### src/rtl/bcd_pkg.sv
// Shared definitions for the BCD conversion arbiter: FSM encoding, default
// operand/result widths and an index-width helper.
package bcd_pkg;

  localparam int unsigned BINARY_LENGTH_DEF  = 32;
  localparam int unsigned DECIMAL_LENGTH_DEF = 10;

  typedef enum logic [1:0] {
    IDLE    = 2'd0,
    START   = 2'd1,
    WAIT    = 2'd2,
    DELIVER = 2'd3
  } state_t;

  // Ceiling log2, clamped to at least 1 bit so 1- and 2-entry indices stay legal.
  function automatic int unsigned clog2w(input int unsigned v);
    int unsigned r;
    r = 1;
    while ((32'd1 << r) < v) r++;
    return r;
  endfunction

endpackage

### src/rtl/rr_priority_picker.sv
// Combinational round-robin picker: one-hot grant of the first set request
// at or after the priority pointer, wrapping modulo N.
module rr_priority_picker #(
  parameter int unsigned N  = 3,
  parameter int unsigned PW = 2
) (
  input  logic [N-1:0]  req_i,
  input  logic [PW-1:0] ptr_i,
  output logic [N-1:0]  grant_o,
  output logic          valid_o
);

  logic [PW-1:0] idx;
  logic          found;

  always_comb begin
    grant_o = '0;
    found   = 1'b0;
    idx     = '0;
    for (int unsigned i = 0; i < N; i++) begin
      idx = PW'((32'(ptr_i) + i) % N);
      if (!found && req_i[idx]) begin
        grant_o[idx] = 1'b1;
        found        = 1'b1;
      end
    end
    valid_o = |req_i;
  end

endmodule

### src/rtl/bcd_conv_arbiter.sv
// Round-robin scheduler sharing one BCD conversion engine between N_REQ
// requesters, with start/done handshake and a hung-engine timeout.
module bcd_conv_arbiter
  import bcd_pkg::*;
#(
  parameter int unsigned N_REQ          = 3,
  parameter int unsigned BINARY_LENGTH  = BINARY_LENGTH_DEF,
  parameter int unsigned DECIMAL_LENGTH = DECIMAL_LENGTH_DEF,
  parameter int unsigned TIMEOUT_CYCLES = 256
) (
  input  logic                          CLK,
  input  logic                          RST,
  input  logic [N_REQ-1:0]              req,
  input  logic [N_REQ*BINARY_LENGTH-1:0] req_data,
  output logic [N_REQ-1:0]              ack,
  output logic [DECIMAL_LENGTH*4-1:0]   bcd_out,
  output logic                          err,
  output logic                          busy,
  output logic                          conv_start,
  output logic [BINARY_LENGTH-1:0]      conv_binary,
  input  logic                          conv_done,
  input  logic [DECIMAL_LENGTH*4-1:0]   conv_bcd
);

  localparam int unsigned PW = clog2w(N_REQ);
  localparam int unsigned CW = clog2w(TIMEOUT_CYCLES);

  state_t                        state_q;
  logic [PW-1:0]                 grant_q;
  logic [PW-1:0]                 ptr_q;
  logic [CW-1:0]                 cnt_q;
  logic [N_REQ-1:0]              ack_q;
  logic                          err_q;
  logic                          busy_q;
  logic                          start_q;
  logic [BINARY_LENGTH-1:0]      bin_q;
  logic [DECIMAL_LENGTH*4-1:0]   bcd_q;

  logic [N_REQ-1:0]              grant_oh;
  logic                          pick_valid;
  logic [PW-1:0]                 grant_idx;
  logic [BINARY_LENGTH-1:0]      pick_data;

  rr_priority_picker #(
    .N  (N_REQ),
    .PW (PW)
  ) u_picker (
    .req_i   (req),
    .ptr_i   (ptr_q),
    .grant_o (grant_oh),
    .valid_o (pick_valid)
  );

  always_comb begin
    grant_idx = '0;
    pick_data = '0;
    for (int unsigned i = 0; i < N_REQ; i++) begin
      if (grant_oh[i]) begin
        grant_idx = PW'(i);
        pick_data = req_data[i*BINARY_LENGTH +: BINARY_LENGTH];
      end
    end
  end

  // Outputs are registered on the transition out of each state, so conv_start
  // is seen in the first WAIT cycle and ack/err coincide with DELIVER.
  always_ff @(posedge CLK) begin
    if (RST) begin
      state_q <= IDLE;
      grant_q <= '0;
      ptr_q   <= '0;
      cnt_q   <= '0;
      ack_q   <= '0;
      err_q   <= 1'b0;
      busy_q  <= 1'b0;
      start_q <= 1'b0;
      bin_q   <= '0;
      bcd_q   <= '0;
    end else begin
      start_q <= 1'b0;
      ack_q   <= '0;
      err_q   <= 1'b0;
      case (state_q)
        IDLE: begin
          if (pick_valid) begin
            grant_q <= grant_idx;
            bin_q   <= pick_data;
            busy_q  <= 1'b1;
            state_q <= START;
          end
        end
        START: begin
          cnt_q   <= '0;
          start_q <= 1'b1;
          state_q <= WAIT;
        end
        WAIT: begin
          if (conv_done) begin
            bcd_q   <= conv_bcd;
            ack_q   <= N_REQ'(1) << grant_q;
            state_q <= DELIVER;
          end else if (cnt_q == CW'(TIMEOUT_CYCLES - 1)) begin
            bcd_q   <= '0;
            ack_q   <= N_REQ'(1) << grant_q;
            err_q   <= 1'b1;
            state_q <= DELIVER;
          end else begin
            cnt_q <= cnt_q + CW'(1);
          end
        end
        DELIVER: begin
          ptr_q   <= (grant_q == PW'(N_REQ - 1)) ? '0 : grant_q + PW'(1);
          busy_q  <= 1'b0;
          state_q <= IDLE;
        end
        default: state_q <= IDLE;
      endcase
    end
  end

  assign ack         = ack_q;
  assign err         = err_q;
  assign busy        = busy_q;
  assign conv_start  = start_q;
  assign conv_binary = bin_q;
  assign bcd_out     = bcd_q;

endmodule
### config.mk
export PLATFORM = sky130hd
export DESIGN_NAME = bcd_conv_arbiter
export DESIGN_NICKNAME = d
export VERILOG_FILES = /design/src/rtl/bcd_pkg.sv /design/src/rtl/rr_priority_picker.sv /design/src/rtl/bcd_conv_arbiter.sv
export SDC_FILE = /design/constraint.sdc
export NUM_CORES = 1
export LEC_CHECK = 0
export CAP_MARGIN = 25
export CELL_PAD_IN_SITES_DETAIL_PLACEMENT = 0
export CELL_PAD_IN_SITES_GLOBAL_PLACEMENT = 1
export CORE_MARGIN = 3
export CORE_UTILIZATION = 31
export CTS_CLUSTER_SIZE = 28
export DETAILED_ROUTE_END_ITERATION = 6
export GPL_TIMING_DRIVEN = 0
export PLACE_DENSITY_LB_ADDON = 0.1
export SLEW_MARGIN = 20
export SYNTH_ARGS = -nofsm -noshare
export SYNTH_HDL_FRONTEND = slang
export SYNTH_SLANG_ARGS = --single-unit
### constraint.sdc
create_clock -name CLK -period 2.7 [get_ports CLK]
set_input_delay 0.405 -clock CLK [delete_from_list [all_inputs] [get_ports CLK]]
set_output_delay 0.405 -clock CLK [all_outputs]
set_load 0.05 [all_outputs]
==> results of run 1 <==
-- per-layer routing --
layer	vias to the layer above	part of all wire	wire, um
li1	2763	-	-
met1	2646	0.45	8340
met2	163	0.48	8920
met3	19	0.060	1120
met4	0	0.013	236
met5	-	0	0
-- sequential cells by signal (all words and copies together), names as in the netlist --
| name | flops |
|---|---|
| cnt_q | 8 |
| grant_q | 2 |
| err | 1 |
| conv_binary | 32 |
| ack | 3 |
| conv_start | 1 |
| bcd_out | 40 |
| busy | 1 |
| ptr_q | 2 |
| state_q | 2 |
-- worst paths after layout --
kind	startpoint	end	slack, ns	cells past startpoint
min reg2reg	bcd_out[5]$_SDFFE_PP0P_	bcd_out[5]$_SDFFE_PP0P_	0.50	2
max	ptr_q[1]$_SDFFE_PP0P_	conv_binary[19]$_SDFFE_PP0P_	0.14	10
min	bcd_out[5]$_SDFFE_PP0P_	bcd_out[5]$_SDFFE_PP0P_	0.50	2
max reg2reg	ptr_q[1]$_SDFFE_PP0P_	conv_binary[19]$_SDFFE_PP0P_	0.14	10
-- where the power goes --
| group | switching (mW) | internal (mW) | total [mW] |
|---|---|---|---|
| clock | 0.596 | 0.669 | 1.27 |
| sequential | 0.141 | 1.58 | 1.72 |
| combinational | 2.00 | 1.05 | 3.05 |
-- metrics by stage --
stage               power, mW  TNS [ns]   util  std cells  cell area (um2)
global route             6.39    -0.163  0.493       1066             7920
floorplan                3.70         0      -        617             5140
detailed placement       4.77         0  0.472       1049             7580
finish                   6.04         0  0.493       1066             7920
global placement         4.74         0  0.472       1049             7580
CTS                      6.07         0  0.490       1065             7870
-- worst max-delay path: stages (launching register included) --
cell	delay (ns)
sky130_fd_sc_hd__dfxtp_1	0.39
sky130_fd_sc_hd__inv_1	0.08
sky130_fd_sc_hd__ha_1	0.19
sky130_fd_sc_hd__buf_2	0.18
sky130_fd_sc_hd__a21o_1	0.20
sky130_fd_sc_hd__o22a_1	0.19
sky130_fd_sc_hd__buf_6	0.14
sky130_fd_sc_hd__a32o_1	0.22
sky130_fd_sc_hd__o211ai_1	0.36
sky130_fd_sc_hd__clkbuf_4	0.37
sky130_fd_sc_hd__o311ai_2	0.11
-- cell type report --
type                            count  area share
Multi-Input combinational cell    419       0.362
Timing Repair Buffer              217       0.276
Sequential cell                    92       0.233
Buffer                             64      0.0383
Tap cell                          216      0.0341
Clock buffer                       10      0.0302
Inverter                           42      0.0199
Clock inverter                      6     0.00680
-- cell usage in the layout, fill, tap and decap left out, types with 4 or more instances in the layout --
master and count:
sky130_fd_sc_hd__a22oi_1 40, sky130_fd_sc_hd__clkbuf_2 8, sky130_fd_sc_hd__o311ai_2 29, sky130_fd_sc_hd__a21oi_1 6, sky130_fd_sc_hd__o21ai_0 64, sky130_fd_sc_hd__a211oi_1 33
sky130_fd_sc_hd__clkdlybuf4s50_1 216, sky130_fd_sc_hd__clkbuf_16 9, sky130_fd_sc_hd__nor2_1 52, sky130_fd_sc_hd__a311oi_1 7, sky130_fd_sc_hd__clkbuf_1 41, sky130_fd_sc_hd__dfxtp_1 92
sky130_fd_sc_hd__ha_1 10, sky130_fd_sc_hd__o211ai_1 4, sky130_fd_sc_hd__buf_6 4, sky130_fd_sc_hd__buf_2 6, sky130_fd_sc_hd__o21ai_1 7, sky130_fd_sc_hd__o2111ai_1 32
sky130_fd_sc_hd__a31oi_1 4, sky130_fd_sc_hd__nand3_1 6, sky130_fd_sc_hd__inv_1 42, sky130_fd_sc_hd__nand2_1 74, sky130_fd_sc_hd__nor3_1 4
-- timing repair --
| action | 4_1_cts | 5_1_grt |
|---|---|---|
| endpoints found under the setup margin | 0 | 32 |
| resized for setup | 0 | 22 |
| buffers inserted | 0 | 1 |
-- logic make-up after synthesis --
logic type,Yosys count
adders and majority gates,10
muxes,3
DFF,92
and+or+nand+nor,156
buffers and inverters,106
AOI/OAI and AO/OA,250
==> impl_metrics.xml, run 1 <==
<?xml version="1.0" encoding="UTF-8"?>
<metrics>
  <group name="route">
    <metric name="finalWirelength" unit="um">18600</metric>
    <metric name="drcViolationCount" unit="">0</metric>
    <metric name="drtAntennaViolNets" unit="">0</metric>
    <metric name="post_drt_via_cell_ratio" unit="">5.24</metric>
    <metric name="firstDrtPassIters" unit="">5</metric>
    <metric name="wl_per_cell" unit="um">17.5</metric>
    <metric name="detailedRoute.firstIterationViolations" unit="">302</metric>
    <metric name="vias_after_detailed_routing" unit="">5591</metric>
  </group>
  <group name="synthesis">
    <metric name="syn-num-nets" unit="">769</metric>
    <metric name="synth-adder-area-share" unit="">0.0243</metric>
    <metric name="yosys_most_used_dff" unit="">sky130_fd_sc_hd__dfxtp_1</metric>
    <metric name="ys_seq_elements" unit="">92</metric>
    <metric name="synth-edff-count" unit="">0</metric>
    <metric name="synthesis.yosys.warnings" unit="">0</metric>
    <metric name="yosys-mux-area-fraction" unit="">0.00584</metric>
    <metric name="synthSimpleGateAreaFrac" unit="">0.129</metric>
    <metric name="yosys.area_share.xor_xnor" unit="">0</metric>
    <metric name="postSynthCellCount" unit="">617</metric>
    <metric name="synth_commonest_cells" unit="">sky130_fd_sc_hd__dfxtp_1 (92), sky130_fd_sc_hd__nand2_1 (74), sky130_fd_sc_hd__o21ai_0 (64)</metric>
    <metric name="dominant_combinational_cell_family_by_area_after_synthesis" unit="">compound AO/OA/AOI/OAI gates</metric>
    <metric name="post_synthesis_cell_type_with_the_largest_combined_area" unit="">sky130_fd_sc_hd__dfxtp_1</metric>
    <metric name="synth.avg_cell_area" unit="um2">8.34</metric>
    <metric name="ys_async_sr_fraction" unit="">0</metric>
    <metric name="synth_cell_types" unit="">53</metric>
    <metric name="cell_area_synth" unit="um2">5140</metric>
    <metric name="yosys.area.top_type_share" unit="">0.358</metric>
    <metric name="synth-compound-area-share" unit="">0.396</metric>
    <metric name="yosysSeqAreaShare" unit="">0.358</metric>
    <metric name="synth_most_common_cell" unit="">sky130_fd_sc_hd__dfxtp_1</metric>
    <metric name="ys_top_cells_by_area" unit="">sky130_fd_sc_hd__dfxtp_1 (36%), sky130_fd_sc_hd__o311ai_2 (9.2%), sky130_fd_sc_hd__o21ai_0 (6.2%)</metric>
  </group>
  <group name="placement">
    <metric name="routabilityCongestion" unit="">0.797</metric>
    <metric name="port_buffers" unit="">216</metric>
    <metric name="dp_slack" unit="ns">0.0806</metric>
    <metric name="dpl.hpwl" unit="um">13700</metric>
  </group>
  <group name="clocking">
    <metric name="worst_skew_pair.late_latency" unit="ns">0.35</metric>
    <metric name="clock_sinks" unit="">92</metric>
    <metric name="ctsRootBufferMaster" unit="">sky130_fd_sc_hd__clkbuf_16</metric>
    <metric name="tritoncts" unit="">done</metric>
    <metric name="cts_made_buffers" unit="">9</metric>
    <metric name="ctsLongestPathBuffers" unit="">2</metric>
    <metric name="clkTransAtPathRegs" unit="ns">0.07</metric>
    <metric name="cts_hold_repair.buffers" unit="">0</metric>
    <metric name="cts_htree_levels" unit="">3</metric>
  </group>
  <group name="floorplanning">
    <metric name="die_w" unit="um">135</metric>
    <metric name="starting_utilization_of_the_core_area" unit="">0.320</metric>
    <metric name="floorplan.io_pins" unit="">220</metric>
    <metric name="die_height" unit="um">135</metric>
    <metric name="design.core.area" unit="um2">16100</metric>
    <metric name="die_area" unit="um2">18200</metric>
    <metric name="fp-row-count" unit="">46</metric>
  </group>
  <group name="sta">
    <metric name="final.setup_skew" unit="ns">0.0118</metric>
    <metric name="layout_worst_path_cycle_share" unit="">0.947</metric>
    <metric name="timing.final.max_slew_violations" unit="">0</metric>
    <metric name="worst_slew_pin_tran" unit="ns">0.783</metric>
    <metric name="slew_headroom" unit="">0.475</metric>
    <metric name="final_period_minus_worst_setup_slack" unit="ns">2.56</metric>
    <metric name="hold_violations" unit="">0</metric>
    <metric name="hold-worst-slack" unit="ns">0.502</metric>
    <metric name="postLayoutSetupSlackWorst" unit="ns">0.142</metric>
    <metric name="grt_setup_unrepaired" unit="">yes</metric>
    <metric name="timing.fmax" unit="MHz">391</metric>
    <metric name="timing.final.setup_violations" unit="">0</metric>
  </group>
  <group name="final_layout">
    <metric name="area.sequential" unit="um2">1840</metric>
    <metric name="fillCellCount" unit="">1556</metric>
    <metric name="layout-area-overhead-vs-synth" unit="%">53.9</metric>
    <metric name="multi_input_comb_area" unit="um2">2870</metric>
    <metric name="drive_gt1_frac" unit="">0.0906</metric>
    <metric name="num-nets-final" unit="">997</metric>
    <metric name="antenna-diode-count" unit="">0</metric>
  </group>
  <group name="hold_path">
    <metric name="holdCritPathClass" unit="">reg -&gt; reg</metric>
  </group>
  <group name="global_routing">
    <metric name="maximum_number_of_pins_on_one_net_before_global_route_repair" unit="">18</metric>
    <metric name="grt_antenna_before_repair" unit="">0</metric>
    <metric name="grt.overflow.total" unit="">0</metric>
    <metric name="grt.total_usage" unit="">0.200</metric>
    <metric name="met1_usage" unit="">0.266</metric>
    <metric name="grt_use_met2" unit="">0.327</metric>
    <metric name="global_route.peak_usage_layer" unit="">met2</metric>
    <metric name="groute.layer.met3.usage" unit="">0.0455</metric>
    <metric name="via_count_of_the_first_global_routing_pass" unit="">5804</metric>
    <metric name="grt_pass1_wl" unit="um">29600</metric>
  </group>
  <group name="critical_path">
    <metric name="end_kind" unit="">register</metric>
    <metric name="worstSetupStartpointType" unit="">register</metric>
    <metric name="cp.arrival" unit="ns">2.78</metric>
    <metric name="critical_path_class" unit="">reg -&gt; reg</metric>
    <metric name="critical_path.max_fanout" unit="">10</metric>
    <metric name="required" unit="ns">2.92</metric>
  </group>
  <group name="pwr">
    <metric name="cellPowerDensity" unit="nW/um2">764</metric>
    <metric name="vdd_drop_max" unit="mV">0.398</metric>
    <metric name="total_leakage_power" unit="nW">2.73</metric>
  </group>
  <group name="run_status">
    <metric name="run_status" unit="">finished, final reports clean</metric>
  </group>
  <group name="flow_run">
    <metric name="timing.max_cap.violations" unit="">0</metric>
  </group>
</metrics>
Power figures use the tool's default switching activity.
==> run 2: changes to the inputs <==
--- a/config.mk
+++ b/config.mk
@@ -5,7 +5,7 @@
 export SDC_FILE = /design/constraint.sdc
 export NUM_CORES = 1
 export LEC_CHECK = 0
-export CAP_MARGIN = 25
+export CAP_MARGIN = 15
 export CELL_PAD_IN_SITES_DETAIL_PLACEMENT = 0
 export CELL_PAD_IN_SITES_GLOBAL_PLACEMENT = 1
 export CORE_MARGIN = 3
==> results of run 2 <==
Same layout as run 1: the final DEF is identical, and so are final timing and power.
==> run 3: changes to the inputs <==
--- a/config.mk
+++ b/config.mk
@@ -8,7 +8,7 @@
 export CAP_MARGIN = 15
 export CELL_PAD_IN_SITES_DETAIL_PLACEMENT = 0
 export CELL_PAD_IN_SITES_GLOBAL_PLACEMENT = 1
-export CORE_MARGIN = 3
+export CORE_MARGIN = 2
 export CORE_UTILIZATION = 31
 export CTS_CLUSTER_SIZE = 28
 export DETAILED_ROUTE_END_ITERATION = 6
==> run 3 against run 2 <==
Non-clock buffer count unchanged. Count of clock-buffer cells in the layout decreased by 1. Flip-flop and latch count unchanged.
==> impl_metrics.xml, run 3 (synthesis results as in run 1) <==
<?xml version="1.0" encoding="UTF-8"?>
<metrics>
  <group name="run_status">
    <metric name="run_status" unit="">finished, final reports clean</metric>
  </group>
  <group name="sta">
    <metric name="timing.final.setup_violations" unit="">0</metric>
    <metric name="tns" unit="ns">0</metric>
    <metric name="slew_headroom" unit="">0.449</metric>
    <metric name="grt_setup_unrepaired" unit="">no</metric>
    <metric name="timing.fmax" unit="MHz">395</metric>
    <metric name="timing.final.max_slew_violations" unit="">0</metric>
    <metric name="worst_slew_pin_tran" unit="ns">0.822</metric>
    <metric name="final.setup_skew" unit="ns">0.00673</metric>
    <metric name="final_period_minus_worst_setup_slack" unit="ns">2.53</metric>
    <metric name="hold_violations" unit="">0</metric>
    <metric name="layout_worst_path_cycle_share" unit="">0.937</metric>
  </group>
  <group name="critical_path">
    <metric name="cp.arrival" unit="ns">2.75</metric>
    <metric name="end_kind" unit="">register</metric>
    <metric name="critical_path.max_fanout" unit="">10</metric>
    <metric name="crit_path_cell_trace" unit="">inv_1 -&gt; ha_1 -&gt; buf_2 -&gt; a21o_1 -&gt; o22a_1 -&gt; buf_6 -&gt; a32o_1 -&gt; o211ai_1 -&gt; clkbuf_4 -&gt; o311ai_2</metric>
    <metric name="required" unit="ns">2.92</metric>
    <metric name="worstSetupStartpointType" unit="">register</metric>
    <metric name="critical_path_class" unit="">reg -&gt; reg</metric>
    <metric name="timing.critical_path.max_delay_family" unit="">compound AO/OA/AOI/OAI gates</metric>
    <metric name="setup.reg_to_reg.worst_slack" unit="ns">0.17</metric>
    <metric name="worstPathBufferInverterCount" unit="">4</metric>
    <metric name="worst_path_max_delay_cell" unit="">sky130_fd_sc_hd__dfxtp_1</metric>
    <metric name="cp_slowest_stage_delay" unit="ns">0.38</metric>
  </group>
  <group name="global_routing">
    <metric name="via_count_of_the_first_global_routing_pass" unit="">5646</metric>
    <metric name="grt.overflow.total" unit="">0</metric>
    <metric name="grt.total_usage" unit="">0.198</metric>
    <metric name="maximum_number_of_pins_on_one_net_before_global_route_repair" unit="">18</metric>
    <metric name="grt_pass1_wl" unit="um">28300</metric>
    <metric name="grt_antenna_before_repair" unit="">0</metric>
  </group>
  <group name="flow_run">
    <metric name="timing.max_cap.violations" unit="">0</metric>
  </group>
  <group name="floorplanning">
    <metric name="floorplan.io_pins" unit="">220</metric>
    <metric name="die_height" unit="um">133</metric>
    <metric name="die_area" unit="um2">17600</metric>
    <metric name="die_w" unit="um">133</metric>
    <metric name="starting_utilization_of_the_core_area" unit="">0.314</metric>
    <metric name="fp-row-count" unit="">47</metric>
    <metric name="design.core.area" unit="um2">16400</metric>
  </group>
  <group name="clocking">
    <metric name="clock_sinks" unit="">92</metric>
    <metric name="clkTransAtPathRegs" unit="ns">0.07</metric>
    <metric name="tritoncts" unit="">done</metric>
    <metric name="cts_hold_repair.buffers" unit="">0</metric>
    <metric name="ctsRootBufferMaster" unit="">sky130_fd_sc_hd__clkbuf_16</metric>
    <metric name="ctsLongestPathBuffers" unit="">2</metric>
    <metric name="worst_skew_pair.late_latency" unit="ns">0.35</metric>
    <metric name="cts_made_buffers" unit="">9</metric>
    <metric name="cts_htree_levels" unit="">3</metric>
  </group>
  <group name="route">
    <metric name="drtAntennaViolNets" unit="">0</metric>
    <metric name="length_of_routed_wiring_on_met1" unit="um">7740</metric>
    <metric name="post_drt_via_cell_ratio" unit="">5.28</metric>
    <metric name="top_layer_used" unit="">met4</metric>
    <metric name="drcViolationCount" unit="">0</metric>
    <metric name="firstDrtPassIters" unit="">7</metric>
    <metric name="routed_wire_length_on_met2" unit="um">8720</metric>
    <metric name="detailedRoute.firstIterationViolations" unit="">254</metric>
    <metric name="vias_after_detailed_routing" unit="">5645</metric>
    <metric name="finalWirelength" unit="um">18100</metric>
    <metric name="wl_met3" unit="um">1170</metric>
    <metric name="wl_per_cell" unit="um">16.9</metric>
  </group>
  <group name="final_layout">
    <metric name="antenna-diode-count" unit="">0</metric>
    <metric name="num-nets-final" unit="">997</metric>
    <metric name="multi_input_comb_area" unit="um2">2860</metric>
    <metric name="final_util" unit="">0.483</metric>
    <metric name="drive_gt1_frac" unit="">0.0882</metric>
    <metric name="area.sequential" unit="um2">1840</metric>
    <metric name="largest_register_ff_count" unit="">40</metric>
    <metric name="layout-area-overhead-vs-synth" unit="%">54.1</metric>
    <metric name="most_frequent_standard_cell_in_the_layout_excluding_fill_and_tap_cells" unit="">sky130_fd_sc_hd__clkdlybuf4s50_1</metric>
    <metric name="fillCellCount" unit="">1576</metric>
    <metric name="final_cell_mix" unit="">sky130_fd_sc_hd__clkdlybuf4s50_1 (216), sky130_fd_sc_hd__dfxtp_1 (92), sky130_fd_sc_hd__nand2_1 (74)</metric>
  </group>
  <group name="placement">
    <metric name="port_buffers" unit="">216</metric>
    <metric name="dpl.hpwl" unit="um">13300</metric>
    <metric name="routabilityCongestion" unit="">0.858</metric>
  </group>
  <group name="pwr">
    <metric name="totalPowerFinal" unit="mW">6.10</metric>
    <metric name="cellPowerDensity" unit="nW/um2">769</metric>
    <metric name="total_leakage_power" unit="nW">2.72</metric>
    <metric name="vdd_drop_max" unit="mV">0.397</metric>
  </group>
  <group name="hold_path">
    <metric name="holdCritPathClass" unit="">reg -&gt; reg</metric>
  </group>
</metrics>
run 3: timing repair:
action                     CTS  global route
setup endpoints to repair    0            31
setup buffers                0             1
resized for setup            0            18
run 3: power by group:
part / internal [mW] / switching (mW)
Clock: 0.735 / 0.603
Combinational: 1.05 / 1.99
Sequential: 1.58 / 0.142
Total: 3.37 / 2.73
run 3: final timing paths:
path,startpoint,end,depth (start not counted)
hold / removal,bcd_out[5]$_SDFFE_PP0P_,bcd_out[5]$_SDFFE_PP0P_,2
setup / recovery,ptr_q[1]$_SDFFE_PP0P_,conv_binary[14]$_SDFFE_PP0P_,10
hold reg to reg,bcd_out[5]$_SDFFE_PP0P_,bcd_out[5]$_SDFFE_PP0P_,2
setup reg to reg,ptr_q[1]$_SDFFE_PP0P_,conv_binary[14]$_SDFFE_PP0P_,10
run 3: final cells by class:
class	count	share of cell area
multi-input cells	419	0.361
repair buffers	217	0.275
flip-flops and latches	92	0.232
plain buffers	64	0.0380
well taps	220	0.0347
clock buffers	9	0.0284
inverters	42	0.0199
clock inverters	7	0.0106
run 3: stage by stage:
step                instance area, um2  hold slack [ns]  instances  setup WS (ns)
floorplan                         5140            0.464        617          0.502
global placement                  7580            0.479       1053          0.140
detailed placement                7580            0.486       1053         0.0851
CTS                               7890            0.502       1069         0.0615
global route                      7930            0.516       1070         0.0237
finish                            7930            0.494       1070          0.171
run 3: worst register-to-register path, cell delays in order (launching register included):
cell and delay [ns]:
sky130_fd_sc_hd__dfxtp_1 0.38, sky130_fd_sc_hd__inv_1 0.08, sky130_fd_sc_hd__ha_1 0.18, sky130_fd_sc_hd__buf_2 0.18
sky130_fd_sc_hd__a21o_1 0.20, sky130_fd_sc_hd__o22a_1 0.19, sky130_fd_sc_hd__buf_6 0.14, sky130_fd_sc_hd__a32o_1 0.22
sky130_fd_sc_hd__o211ai_1 0.36, sky130_fd_sc_hd__clkbuf_4 0.36, sky130_fd_sc_hd__o311ai_2 0.12
run 3: per-layer routing:
metal / global-route usage / vias up
li1: - / 2764
met1: 0.240 / 2633
met2: 0.341 / 214
met3: 0.0433 / 34
met4: 0.0753 / 0
met5: 0 / -
